[src/rtl/clkmon_pkg.sv]
`default_nettype none
// ============================================================================
// Module   : clkmon_pkg
// Purpose  : Shared types, constants and helpers for the clk_monitor block.
// Revision : 1.0 - initial release
// ============================================================================
package clkmon_pkg;

    typedef enum logic [1:0] {
        IDLE = 2'd0,
        SYNC = 2'd1,
        HIGH = 2'd2,
        LOW  = 2'd3
    } state_t;

    localparam int c_LOCK_W = 4;

    // Unsigned distance, larger minus smaller, so it never wraps.
    function automatic logic [31:0] abs_diff(input logic [31:0] a, input logic [31:0] b);
        return (a >= b) ? (a - b) : (b - a);
    endfunction

endpackage
`default_nettype wire

[src/rtl/clkmon_edge_det.sv]
`default_nettype none
// ============================================================================
// Module   : clkmon_edge_det
// Purpose  : Samples the monitored clock and produces level, rise and fall.
//            CLKMON_SYNC_EN inserts a 2-flop synchronizer ahead of detection.
// Revision : 1.0 - initial release
// ============================================================================
module clkmon_edge_det (
    input  logic clk,
    input  logic rst,
    input  logic clk_in,
    output logic s,
    output logic rise,
    output logic fall
);

    logic r_s_d;

`ifdef CLKMON_SYNC_EN
    logic r_meta;
    logic r_sync;

    always_ff @(posedge clk or posedge rst) begin
        if (rst) begin
            r_meta <= 1'b0;
            r_sync <= 1'b0;
        end else begin
            r_meta <= clk_in;
            r_sync <= r_meta;
        end
    end

    assign s = r_sync;
`else
    // Monitored clock is already synchronous to clk.
    assign s = clk_in;
`endif

    always_ff @(posedge clk or posedge rst) begin
        if (rst) begin
            r_s_d <= 1'b0;
        end else begin
            r_s_d <= s;
        end
    end

    assign rise = s & ~r_s_d;
    assign fall = ~s & r_s_d;

endmodule
`default_nettype wire

[src/rtl/clk_monitor.sv]
`default_nettype none
// ============================================================================
// Module   : clk_monitor
// Purpose  : Measures high/low/period of a slow clock, flags mismatch and
//            stuck, declares lock. CLKMON_SYNC_EN adds an input synchronizer.
// Revision : 1.0 - initial release
// ============================================================================
module clk_monitor
    import clkmon_pkg::*;
#(
    parameter int CNT_W    = 8,
    parameter int EXP_HIGH = 3,
    parameter int EXP_LOW  = 3,
    parameter int TOL      = 0,
    parameter int LOCK_N   = 4,
    parameter int TIMEOUT  = 255
) (
    input  logic             clk,
    input  logic             rst,
    input  logic             clk_in,
    input  logic             en,
    output logic             meas_valid,
    output logic [CNT_W-1:0] high_cnt,
    output logic [CNT_W-1:0] low_cnt,
    output logic [CNT_W:0]   period,
    output logic             mismatch,
    output logic             stuck,
    output logic             lock
);

    localparam logic [CNT_W-1:0]    c_CNT_MAX = {CNT_W{1'b1}};
    localparam logic [CNT_W-1:0]    c_TIMEOUT = CNT_W'(TIMEOUT);
    localparam logic [c_LOCK_W-1:0] c_LOCK_N  = c_LOCK_W'(LOCK_N);

    logic w_s;
    logic w_rise;
    logic w_fall;

    state_t r_state;
    state_t w_state_nxt;

    logic [CNT_W-1:0]    r_cnt;
    logic [CNT_W-1:0]    w_cnt_nxt;
    logic [CNT_W-1:0]    w_cnt_inc;
    logic [CNT_W-1:0]    r_hlat;
    logic [CNT_W-1:0]    w_hlat_nxt;
    logic [c_LOCK_W-1:0] r_good;
    logic [c_LOCK_W-1:0] w_good_nxt;
    logic [c_LOCK_W-1:0] w_good_inc;

    logic                r_meas_valid;
    logic                w_meas_valid_nxt;
    logic [CNT_W-1:0]    r_high;
    logic [CNT_W-1:0]    w_high_nxt;
    logic [CNT_W-1:0]    r_low;
    logic [CNT_W-1:0]    w_low_nxt;
    logic [CNT_W:0]      r_period;
    logic [CNT_W:0]      w_period_nxt;
    logic                r_mismatch;
    logic                w_mismatch_nxt;
    logic                r_stuck;
    logic                w_stuck_nxt;
    logic                r_lock;
    logic                w_lock_nxt;

    logic                w_meas_bad;
    logic                w_timeout;

    clkmon_edge_det u_edge_det (
        .clk    (clk),
        .rst    (rst),
        .clk_in (clk_in),
        .s      (w_s),
        .rise   (w_rise),
        .fall   (w_fall)
    );

    assign w_cnt_inc  = (r_cnt == c_CNT_MAX) ? r_cnt : r_cnt + CNT_W'(1);
    assign w_good_inc = (r_good >= c_LOCK_N) ? c_LOCK_N : r_good + c_LOCK_W'(1);

    // Only meaningful in LOW on a rise, where r_cnt holds the finished low time.
    assign w_meas_bad = (abs_diff(32'(r_hlat), 32'(EXP_HIGH)) > 32'(TOL)) ||
                        (abs_diff(32'(r_cnt),  32'(EXP_LOW))  > 32'(TOL));

    // A coincident edge always takes priority over the timeout.
    assign w_timeout  = (r_state != IDLE) && !w_rise && !w_fall && (r_cnt >= c_TIMEOUT);

    always_comb begin
        w_state_nxt      = r_state;
        w_cnt_nxt        = r_cnt;
        w_hlat_nxt       = r_hlat;
        w_good_nxt       = r_good;
        w_meas_valid_nxt = 1'b0;
        w_high_nxt       = r_high;
        w_low_nxt        = r_low;
        w_period_nxt     = r_period;
        w_mismatch_nxt   = r_mismatch;
        w_stuck_nxt      = r_stuck;
        w_lock_nxt       = r_lock;

        if (!en) begin
            w_state_nxt = IDLE;
            w_cnt_nxt   = '0;
            w_good_nxt  = '0;
            w_lock_nxt  = 1'b0;
            w_stuck_nxt = 1'b0;
        end else begin
            case (r_state)
                IDLE: begin
                    w_state_nxt = SYNC;
                    w_cnt_nxt   = '0;
                end
                SYNC: begin
                    if (w_rise) begin
                        w_state_nxt = HIGH;
                        w_cnt_nxt   = CNT_W'(1);
                    end else if (w_fall) begin
                        w_cnt_nxt   = '0;
                    end else begin
                        w_cnt_nxt   = w_cnt_inc;
                    end
                end
                HIGH: begin
                    if (w_fall) begin
                        w_hlat_nxt  = r_cnt;
                        w_state_nxt = LOW;
                        w_cnt_nxt   = CNT_W'(1);
                    end else if (w_s) begin
                        w_cnt_nxt   = w_cnt_inc;
                    end
                end
                LOW: begin
                    if (w_rise) begin
                        w_state_nxt      = HIGH;
                        w_cnt_nxt        = CNT_W'(1);
                        w_meas_valid_nxt = 1'b1;
                        w_high_nxt       = r_hlat;
                        w_low_nxt        = r_cnt;
                        w_period_nxt     = {1'b0, r_hlat} + {1'b0, r_cnt};
                        w_mismatch_nxt   = w_meas_bad;
                        w_stuck_nxt      = 1'b0;
                        if (w_meas_bad) begin
                            w_good_nxt = '0;
                            w_lock_nxt = 1'b0;
                        end else begin
                            w_good_nxt = w_good_inc;
                            w_lock_nxt = (w_good_inc == c_LOCK_N);
                        end
                    end else if (!w_s) begin
                        w_cnt_nxt = w_cnt_inc;
                    end
                end
                default: begin
                    w_state_nxt = IDLE;
                end
            endcase

            if (w_timeout) begin
                w_state_nxt = SYNC;
                w_cnt_nxt   = '0;
                w_stuck_nxt = 1'b1;
                w_good_nxt  = '0;
                w_lock_nxt  = 1'b0;
            end
        end
    end

    always_ff @(posedge clk or posedge rst) begin
        if (rst) begin
            r_state      <= IDLE;
            r_cnt        <= '0;
            r_hlat       <= '0;
            r_good       <= '0;
            r_meas_valid <= 1'b0;
            r_high       <= '0;
            r_low        <= '0;
            r_period     <= '0;
            r_mismatch   <= 1'b0;
            r_stuck      <= 1'b0;
            r_lock       <= 1'b0;
        end else begin
            r_state      <= w_state_nxt;
            r_cnt        <= w_cnt_nxt;
            r_hlat       <= w_hlat_nxt;
            r_good       <= w_good_nxt;
            r_meas_valid <= w_meas_valid_nxt;
            r_high       <= w_high_nxt;
            r_low        <= w_low_nxt;
            r_period     <= w_period_nxt;
            r_mismatch   <= w_mismatch_nxt;
            r_stuck      <= w_stuck_nxt;
            r_lock       <= w_lock_nxt;
        end
    end

    assign meas_valid = r_meas_valid;
    assign high_cnt   = r_high;
    assign low_cnt    = r_low;
    assign period     = r_period;
    assign mismatch   = r_mismatch;
    assign stuck      = r_stuck;
    assign lock       = r_lock;

endmodule
`default_nettype wire

[config.mk]
export PLATFORM = sky130hd
export DESIGN_NAME = clk_monitor
export DESIGN_NICKNAME = d
export VERILOG_FILES = /design/src/rtl/clkmon_pkg.sv /design/src/rtl/clkmon_edge_det.sv /design/src/rtl/clk_monitor.sv
export SDC_FILE = /design/constraint.sdc
export NUM_CORES = 1
export LEC_CHECK = 0
export ABC_CLOCK_PERIOD_IN_PS = 4800
export BUFFER_PORTS_ARGS = -buffer_cell sky130_fd_sc_hd__buf_2
export CAP_MARGIN = 25
export CORE_MARGIN = 5
export CORE_UTILIZATION = 34
export CTS_BUF_LIST = sky130_fd_sc_hd__clkbuf_8
export DETAILED_ROUTE_END_ITERATION = 7
export HOLD_SLACK_MARGIN = 0.05
export PLACE_DENSITY = 0.52
export SETUP_SLACK_MARGIN = 0.05
export SKIP_CTS_REPAIR_TIMING = 1
export SLEW_MARGIN = 30
export SYNTH_ARGS = -nofsm -noshare
export SYNTH_HDL_FRONTEND = slang
export SYNTH_SLANG_ARGS = --single-unit
[constraint.sdc]
create_clock -name clk -period 4.8 [get_ports clk]
set_clock_uncertainty 0.2 [all_clocks]
set_input_delay 0.96 -clock clk [delete_from_list [all_inputs] [get_ports clk]]
set_output_delay 0.96 -clock clk [all_outputs]
set_load 0.02 [all_outputs]
Yosys cells after proc, flatten, opt, wreduce, memory -nomap -nowiden

Index checks and enable logic that the tools add are counted.
W data, S select, Z words.

$add $sub $neg: 7
Magnitude comparators: 6
Equal/unequal tests: 11
Multiplexer cells: 35
Bitwise operators: 4
Reductions and logical operators: 14

Operator list:

| cell                  | number |
|---|---|
| $mux W8               | 9 |
| $gt A32 B1 Y1 const B | 2 |
| $mux W32              | 2 |
| $pmux W8 S4           | 1 |
| $mux W4               | 6 |
| $sub A2 B8 Y9 const A | 2 |
| $sub A8 B2 Y9 const B | 2 |
| $ge A8 B2 Y1 const B  | 2 |
| $mux W1               | 12 |
| $ne A5 B5 Y1 const B  | 2 |
| $add A8 B8 Y9         | 1 |
| $add A8 B1 Y8 const B | 1 |
| $eq A8 B8 Y1 const B  | 1 |
| $ge A8 B8 Y1 const B  | 1 |
| $mux W2               | 4 |
| $ne A3 B1 Y1 const B  | 2 |
| $pmux W2 S3           | 1 |
| $reduce_and A2 Y1     | 3 |
| $reduce_and A3 Y1     | 2 |
| $add A4 B1 Y4 const B | 1 |
| $eq A2 B2 Y1 const B  | 2 |
| $eq A4 B3 Y1 const B  | 1 |
| $ge A4 B3 Y1 const B  | 1 |
| $ne A4 B2 Y1 const B  | 1 |
| other kinds (10)      | 15 |

Bits in registers: 52
Output and inout port bits: 29

Logic depth before layout (Yosys ltp)

Gate-level depths: netlist of run 1.

Depth in word-level cells: 9
Mapped depth: 9
Gate-level depth less buffers: 9

Hierarchy

Synthesis of run 1 repeated with hierarchy kept, for this count alone.

Cells, all modules: 328
Area, all modules: 2979.1 um^2

By module, submodules not included:

| module          | instances | cells each | area each (um^2) | sequential area each (um^2) |
|---|---|---|---|---|
| clk_monitor     | 1         | 323        | 2927.8           | 1276.2 |
| clkmon_edge_det | 1         | 5          | 51.3             | 25.0 |

Worst setup path after synthesis of run 1

OpenSTA, ideal clock, no wires.

Path type: input port to flip-flop
Start: input clk_in
End: register r_good[0]
Arrival: 2.257 ns
Slack: 2.251 ns
Stages: 7
Buffers on the path: 1
Cells stage by stage: nor2b_1 -> buf_4 -> nand4_4 -> or3_4 -> nor4_4 -> nand2_2 -> o31ai_2

Word-level cells in the longest chain between the ends: 7

RTL lines:

| element                                                        | line                                         | source |
|---|---|---|
| start: declaration                                             | clk_monitor.sv:20                            | `input logic clk_in,` |
| $and A1 B1 Y1 / $not A1 Y1 (equally long branches)             | clkmon_edge_det.sv:47, clkmon_edge_det.sv:48 |  |
| $logic_not A1 Y1 / $and A1 B1 Y1 (equally long branches)       | clk_monitor.sv:86, clkmon_edge_det.sv:48     |  |
| $logic_and A1 B1 Y1 / $logic_not A1 Y1 (equally long branches) | clk_monitor.sv:86                            | `assign w_timeout = (r_state != IDLE) && !w_rise && !w_fall && (r_cnt >= c_TIMEOUT);` |
| $logic_and A1 B1 Y1 (2 in series)                              | clk_monitor.sv:86                            |  |
| $ne A3 B1 Y1 (no line) / $mux W4 (equally long branches)       | -                                            |  |
| $reduce_and A2 Y1 (no line) / $mux W4 (equally long branches)  | -                                            |  |
| end signal: assignment                                         | clk_monitor.sv:185                           | `r_good <= w_good_nxt;` |
| end: declaration                                               | clk_monitor.sv:47                            | `logic [c_LOCK_W-1:0] r_good;` |

Several ways; a longest one is shown, not always the timed one.
A chain may end at the register's enable or synchronous reset.

Worst setup path in the final report of run 1

Start: register r_cnt[0]
End: register r_cnt[6]

Word-level cells in the longest chain between the ends: 7

RTL lines:

| element                                              | line                                                       | source |
|---|---|---|
| start: declaration                                   | clk_monitor.sv:42                                          | `logic [CNT_W-1:0] r_cnt;` |
| start signal: assignment                             | clk_monitor.sv:183                                         | `r_cnt <= w_cnt_nxt;` |
| $add A8 B1 Y8 / $eq A8 B8 Y1 (equally long branches) | clk_monitor.sv:78                                          | `assign w_cnt_inc = (r_cnt == c_CNT_MAX) ? r_cnt : r_cnt + CNT_W'(1);` |
| $mux W8                                              | clk_monitor.sv:78                                          |  |
| $mux W8 (on tied branches)                           | clk_monitor.sv:149, clk_monitor.sv:117, clk_monitor.sv:128 |  |
| $mux W8 (on tied branches)                           | clk_monitor.sv:133, clk_monitor.sv:114, clk_monitor.sv:124 |  |
| $pmux W8 S4                                          | clk_monitor.sv:108                                         | `case (r_state)` |
| $mux W8                                              | clk_monitor.sv:158                                         | `if (w_timeout) begin` |
| $mux W8                                              | clk_monitor.sv:101                                         | `if (!en) begin` |

Several ways; a longest one is shown, not always the timed one. The select of a mux whose other input is x is not followed.

==> key figures, run 1 <==
Floorplan
  – Die Width: 102 um
  – Core ar.: 0.00822 sq mm
  – Die H: 102 um
  – Num rows: 33
  – Die ar.: 0.0104 sq mm
  – Starting Density: 35.1%
  – IO Pins: 33

Hold path
  – Hold path startpoint: high_cnt[3]
  – Hold WC Path Type: flip-flop to flip-flop

Power and ir drop
  – Peak supply drop: 91.0 uV
  – Sw Share: 29.3%
  – Internal Power: 611 uW
  – Clock group share of total power: 30.0%
  – PD cells: 269 mW/mm^2
  – Sequential fraction of design power: 56.4%
  – Leak: 0.00160 uW
  – Logic pwr share: 13.7%
  – Sw Pwr: 253 uW

Logic synthesis
  – Asr flop ratio synth: 100%
  – Mapped Area: 0.00288 sq mm
  – Post-synthesis average cell area: 9.11 sq um
  – Most area-consuming cells after synthesis: dfrtp_1, nand2_1, ha_1
  – Seq cells post-synth: 52
  – Count leader, synth: nand2_1
  – Post-synth top area cell: dfrtp_1
  – Post-synth top cells: nand2_1, dfrtp_1, o21ai_0, nor2_1
  – Syn_nets: 337
  – Top FF cell, synth: dfrtp_1
  – Post-Syn Instances: 316
  – Sequential area share after synthesis: 45.2%
  – Post-synth EDFFs: 0
  – Share of the synthesized area in the top cell type: 45.2%
  – Yosys cell types: 50
  – Yosys warns: 0

Global route
  – Total congestion overflow: 0
  – Largest net degree at the start of global routing: 53
  – GRT Overall Usage: 12.4%
  – Vias in the first global route: 2207
  – Antenna violations before repair: 0
  – First-pass GRT wire length: 10400 um

Clock tree
  – CTS buffer count: 5
  – CTS sink cnt: 52
  – H-tree lvl count: 2
  – Clk buf depth: 2
  – CTS tree: yes
  – Clock slew at reported path FFs: 0.11 ns
  – Worst skew pair latency: 0.31 ns
  – Clock root cell: clkbuf_8

Outcome
  – Outcome: finished clean

STA
  – Final setup vio count: 0
  – Setup TNS: 0 ns
  – Slew Limit Fails: 0
  – Unrepaired setup endpoints after global routing: no
  – Fin crit share: 65.4%
  – Post-layout min period: 3.14 ns
  – Final hold viol count: 0
  – WHS: 0.285 ns
  – Fmax: 319 MHz
  – Slew @ Worst Pin: 0.712 ns
  – Relative slew slack: 52.4%

Worst setup path
  – Setup slack, reg-to-reg: 1.66 ns
  – Slowest stage delay, CP: 0.62 ns
  – Cell Chain, Critical Path: ha_1 > nand4_1 > nor2_1 > maj3_1 > nor3b_1 > o21ai_1 > nor3_1
  – Critical Path AT: 3.11 ns
  – R2r startpoint: r_cnt[0]
  – Setup CP Type: flip-flop to flip-flop
  – Worst setup path startpoint: r_cnt[0]
  – WP buf/inv: 0
  – Setup crit start kind: flip-flop
  – CP max stage cell: dfrtp_1
  – CP required: 4.77 ns
  – Crit path max fanout: 12
  – Worst setup EP type: flip-flop
  – Delay-heaviest family, CP: simple AND/OR/NAND/NOR gates

Routing
  – M1 WL: 2890 um
  – Remaining antenna violation count after routing: 0
  – Total wire length: 6030 um
  – Vias: 2202
  – DR top layer: met4
  – Avg WL per Cell: 13.5 um
  – Initial DRC count: 89
  – Met3 wire length: 270 um
  – TritonRoute pass-1 iters: 4
  – Met2 routed WL: 2820 um
  – DRC: 0
  – Via density: 4.93

Placement
  – GP Congestion: 0.842
  – IO buf count: 32
  – DP HPWL: 4380 um
  – Placed instance area: 0.00312 sq mm

Finish
  – Fillers: 862
  – Diode count: 0
  – Post-layout net count: 362
  – Layout cell share with drive strength beyond 1: 17.5%
  – Area Growth Syn to Fin: 11.6%
  – Post-route cell area: 0.00321 sq mm

Job
  – Max_cap viols: 0
-- power by group through the flow --
| stage | registers [uW] | clock network [uW] | logic (uW) |
|---|---|---|---|
| 2_1_floorplan | 508 | 0 | 69.7 |
| 3_3_place_gp | 496 | 0 | 122 |
| 3_5_place_dp | 497 | 0 | 123 |
| 4_1_cts | 488 | 273 | 122 |
| 5_1_grt | 491 | 286 | 137 |
| 6_report | 487 | 259 | 118 |
-- metal layers --
layer / GRT usage (%) / vias to the layer above
met3: 2.59 / 6
met2: 20.9 / 37
met5: 0 / -
met4: 3.13 / 0
met1: 16.3 / 1035
li1: - / 1124
-- metrics by stage --
step                      instances  setup slack [ns]  total power (uW)  util [%]
after global placement          439              1.51               618      38.0
after global routing            447              1.36               914      39.1
after CTS                       447              1.64               883      39.1
after floorplan                 316              2.25               578         -
final                           447              1.66               865      39.1
after detailed placement        439              1.44               619      38.0
-- area by class of cell --
| class | count | area, sq um | area share, % |
|---|---|---|---|
| sequential | 52 | 1300 | 40.5 |
| clock buffer | 5 | 68.8 | 2.14 |
| multi-input combinational | 231 | 1450 | 45.0 |
| clock inverter | 3 | 22.5 | 0.701 |
| timing repair buffer | 35 | 183 | 5.69 |
| inverter | 16 | 60.1 | 1.87 |
| tap | 105 | 131 | 4.09 |
-- layout by cell type (no fill, tap or decap), drive strengths merged, types with 3 or more instances in the layout --
cell type | netlist | routed
ha | 16 | 16
xnor2 | 10 | 10
mux2 | 5 | 5
and3 | 4 | 4
a31oi | 4 | 4
o21ai | 28 | 28
clkbuf | 12 | 5
a21oi | 11 | 11
nor2 | 17 | 17
nor3b | 4 | 4
nand4 | 4 | 4
or3 | 4 | 4
buf | 5 | 35
nand3 | 8 | 8
inv | 16 | 17
nand2 | 65 | 65
o31ai | 3 | 3
nor2b | 6 | 6
nor3 | 9 | 9
dfrtp | 52 | 52
-- sequential cells by signal (all words and copies together), names as in the netlist --
signal,count
u_edge_det.r_s_d,1
meas_valid,1
r_good,4
stuck,1
lock,1
high_cnt,8
r_hlat,8
r_state,2
r_cnt,8
low_cnt,8
mismatch,1
period,9
-- worst register-to-register path: stages, from the launching register on --
cell and delay [ns]:
dfrtp_1 0.62, ha_1 0.43, nand4_1 0.22, nor2_1 0.62, maj3_1 0.30, nor3b_1 0.05
o21ai_1 0.45, nor3_1 0.12
-- final timing paths --
kind / endpoint / cells after the start
setup / recovery: r_cnt[6] / 7
hold / removal: high_cnt[3] / 2
setup reg to reg: r_cnt[6] / 7
hold reg to reg: high_cnt[3] / 2
max in group asynchronous: r_cnt[2] / 3
min in group asynchronous: period[4] / 3
-- cells by family (layout without fill, tap and decap cells) --
family                   Yosys count  in the layout  share of synthesized area (%)
AO/OA/AOI/OAI                     59             59                           12.4
multiplexers                       6              6                           2.30
buffers and inverters             33             59                           4.60
AND/OR/NAND/NOR                  136            136                           23.9
flip-flops                        52             52                           45.2
adder cells (fa/ha/maj)           18             18                           7.99
XOR/XNOR                          12             12                           3.65
Power figures use the tool's default switching activity.
==> run 2: changes to the inputs <==
- ABC_CLOCK_PERIOD_IN_PS: 4800 -> 2600
- PLACE_DENSITY: 0.52 -> 0.54
- clock period: 4.8 -> 2.6 ns (I/O delays scaled with it)
==> key figures, run 2 (synthesized netlist as in run 1, its figures left out) <==
Outcome
  – Outcome: finished clean

Clock tree
  – Worst skew pair latency: 0.31 ns (about the same)
  – Clock slew at reported path FFs: 0.10 ns (about the same)
  – Clk buf depth: 2 (unchanged)
  – H-tree lvl count: 2 (unchanged)
  – CTS buffer count: 5 (unchanged)
  – CTS sink cnt: 52 (unchanged)
  – CTS tree: yes
  – Clock root cell: clkbuf_8

Worst setup path
  – WP buf/inv: 1 (+1)
  – Delay-heaviest family, CP: compound AO/OA/AOI/OAI gates
  – CP max stage cell: dfrtp_2
  – Critical Path AT: 2.41 ns (-0.70 ns)
  – Setup CP Type: flip-flop to flip-flop
  – Setup crit start kind: flip-flop
  – Crit path max fanout: 5 (-7)
  – Cell Chain, Critical Path: ha_1 > inv_1 > fa_1 > nor2b_1 > o21ai_0 > a21oi_1 > o21a_1 > or3_1 > a31o_2
  – Slowest stage delay, CP: 0.46 ns (-0.16 ns)
  – CP required: 2.62 ns (-2.15 ns)
  – Worst setup EP type: flip-flop

Global route
  – Total congestion overflow: 0 (unchanged)
  – Antenna violations before repair: 0 (unchanged)
  – GRT Overall Usage: 12.9% (+0.51 points)
  – Largest net degree at the start of global routing: 42 (-21%)
  – First-pass GRT wire length: 10800 um (+4.6%)
  – Vias in the first global route: 2207 (unchanged)

STA
  – Final hold viol count: 0 (unchanged)
  – Slew Limit Fails: 0 (unchanged)
  – Unrepaired setup endpoints after global routing: no
  – Post-layout min period: 2.39 ns (-0.747 ns)
  – Final setup vio count: 0 (unchanged)
  – Setup TNS: 0 ns (unchanged)
  – Fmax: 418 MHz (+31%)
  – WHS: 0.214 ns (-0.0708 ns)
  – Fin crit share: 92.0% (+27 points)
  – Slew @ Worst Pin: 0.481 ns (-0.231 ns)
  – Relative slew slack: 67.9% (+16 points)

Finish
  – Post-Layout Cell Count: 462 (+3.4%)
  – Commonest non-fill, non-tap cell in the layout: nand2_1
  – Max FFs per register: 9 (unchanged)
  – Layout cell share with drive strength beyond 1: 21.8% (+4.3 points)
  – Fillers: 838 (-2.8%)
  – Diode count: 0 (unchanged)
  – Area Growth Syn to Fin: 15.9%
  – Most frequent cells in the layout: nand2_1, dfrtp_1, buf_2
  – Post-layout net count: 377 (+4.1%)

Floorplan
  – Core ar.: 0.00822 sq mm (unchanged)
  – Starting Density: 35.1% (unchanged)
  – Die Width: 102 um (unchanged)
  – Num rows: 33 (unchanged)
  – Die ar.: 0.0104 sq mm (unchanged)
  – IO Pins: 33 (unchanged)
  – Die H: 102 um (unchanged)

Power and ir drop
  – Internal Power: 1130 uW (+85%)
  – Leak: 0.00167 uW (+4.4%)
  – Logic pwr share: 14.9% (+1.2 points)
  – Sw Pwr: 464 uW (+83%)
  – Sequential fraction of design power: 56.1% (-0.3 points)
  – PD cells: 478 mW/mm^2 (+78%)
  – Peak supply drop: 180 uV (+98%)
  – Clock group share of total power: 29.0% (-1.0 points)
  – Sw Share: 29.1% (-0.20 points)

Routing
  – M1 WL: 3000 um (+3.8%)
  – DRC: 0 (unchanged)
  – Met2 routed WL: 2920 um (+3.4%)
  – Met3 wire length: 231 um (-14%)
  – Vias: 2304 (+4.6%)
  – Via density: 4.99 (+1.2%)
  – DR top layer: met4
  – Total wire length: 6240 um (+3.5%)
  – Initial DRC count: 77 (-13%)
  – Avg WL per Cell: 13.5 um (+0.11%)
  – TritonRoute pass-1 iters: 4 (unchanged)
  – Remaining antenna violation count after routing: 0 (unchanged)

Placement
  – GP Congestion: 0.800 (-5.0%)
  – IO buf count: 32 (unchanged)
  – Placed insts: 450 (+2.5%)
  – DP HPWL: 4640 um (+5.9%)

Job
  – Max_cap viols: 0 (unchanged)

Hold path
  – Hold WC Path Type: input pin to flip-flop
[run 2: layout make-up]
type | count | area [sq um] | share of cell area, %
Clock buffer | 5 | 68.8 | 2.06
Clock inverter | 3 | 20.0 | 0.599
Inverter | 16 | 60.1 | 1.80
Multi-Input combinational cell | 231 | 1460 | 43.6
Sequential cell | 52 | 1310 | 39.1
Tap cell | 105 | 131 | 3.93
Timing Repair Buffer | 50 | 298 | 8.92
[run 2: path summary, 6_finish.rpt]
kind                        startpoint          endpoint  slack [ns]  cells after the start
min in group asynchronous          rst       high_cnt[6]        0.55                      3
setup / recovery              r_cnt[0]         period[6]        0.21                      9
setup reg to reg              r_cnt[0]         period[6]        0.21                      9
max in group asynchronous          rst          r_cnt[6]        1.02                      4
hold reg to reg            high_cnt[4]       high_cnt[4]        0.28                      2
hold / removal                  clk_in  u_edge_det.r_s_d        0.21                      1
[run 2: metrics by stage]
| stage | utilization (%) | setup slack (ns) | power [uW] | instance area, sq um |
|---|---|---|---|---|
| global route | 40.6 | 0.0558 | 1690 | 3340 |
| global placement | 39.0 | 0.0814 | 1150 | 3200 |
| finish | 40.6 | 0.208 | 1600 | 3340 |
| floorplan | - | 0.307 | 1070 | 2880 |
| detailed placement | 39.0 | 0.0634 | 1150 | 3200 |
| CTS | 40.1 | 0.0296 | 1620 | 3290 |
[run 2: power by group through the flow]
stage | combinational, uW | sequential, uW | clock, uW
global route | 271 | 904 | 511
global placement | 238 | 911 | 0
CTS | 241 | 896 | 483
floorplan | 129 | 938 | 0
detailed placement | 240 | 912 | 0
finish | 237 | 895 | 463
[run 2: routing by layer]
| layer | GRT usage (%) | up-vias |
|---|---|---|
| met5 | 0 | - |
| met4 | 4.24 | 0 |
| met3 | 2.32 | 7 |
| met2 | 20.6 | 33 |
| met1 | 17.8 | 1111 |
| li1 | - | 1153 |
[run 2: worst register-to-register path: stages (launching register included)]
cell	delay, ns
dfrtp_2	0.46
ha_1	0.23
inv_1	0.07
fa_1	0.21
nor2b_1	0.06
o21ai_0	0.22
a21oi_1	0.14
o21a_1	0.19
or3_1	0.31
a31o_2	0.23
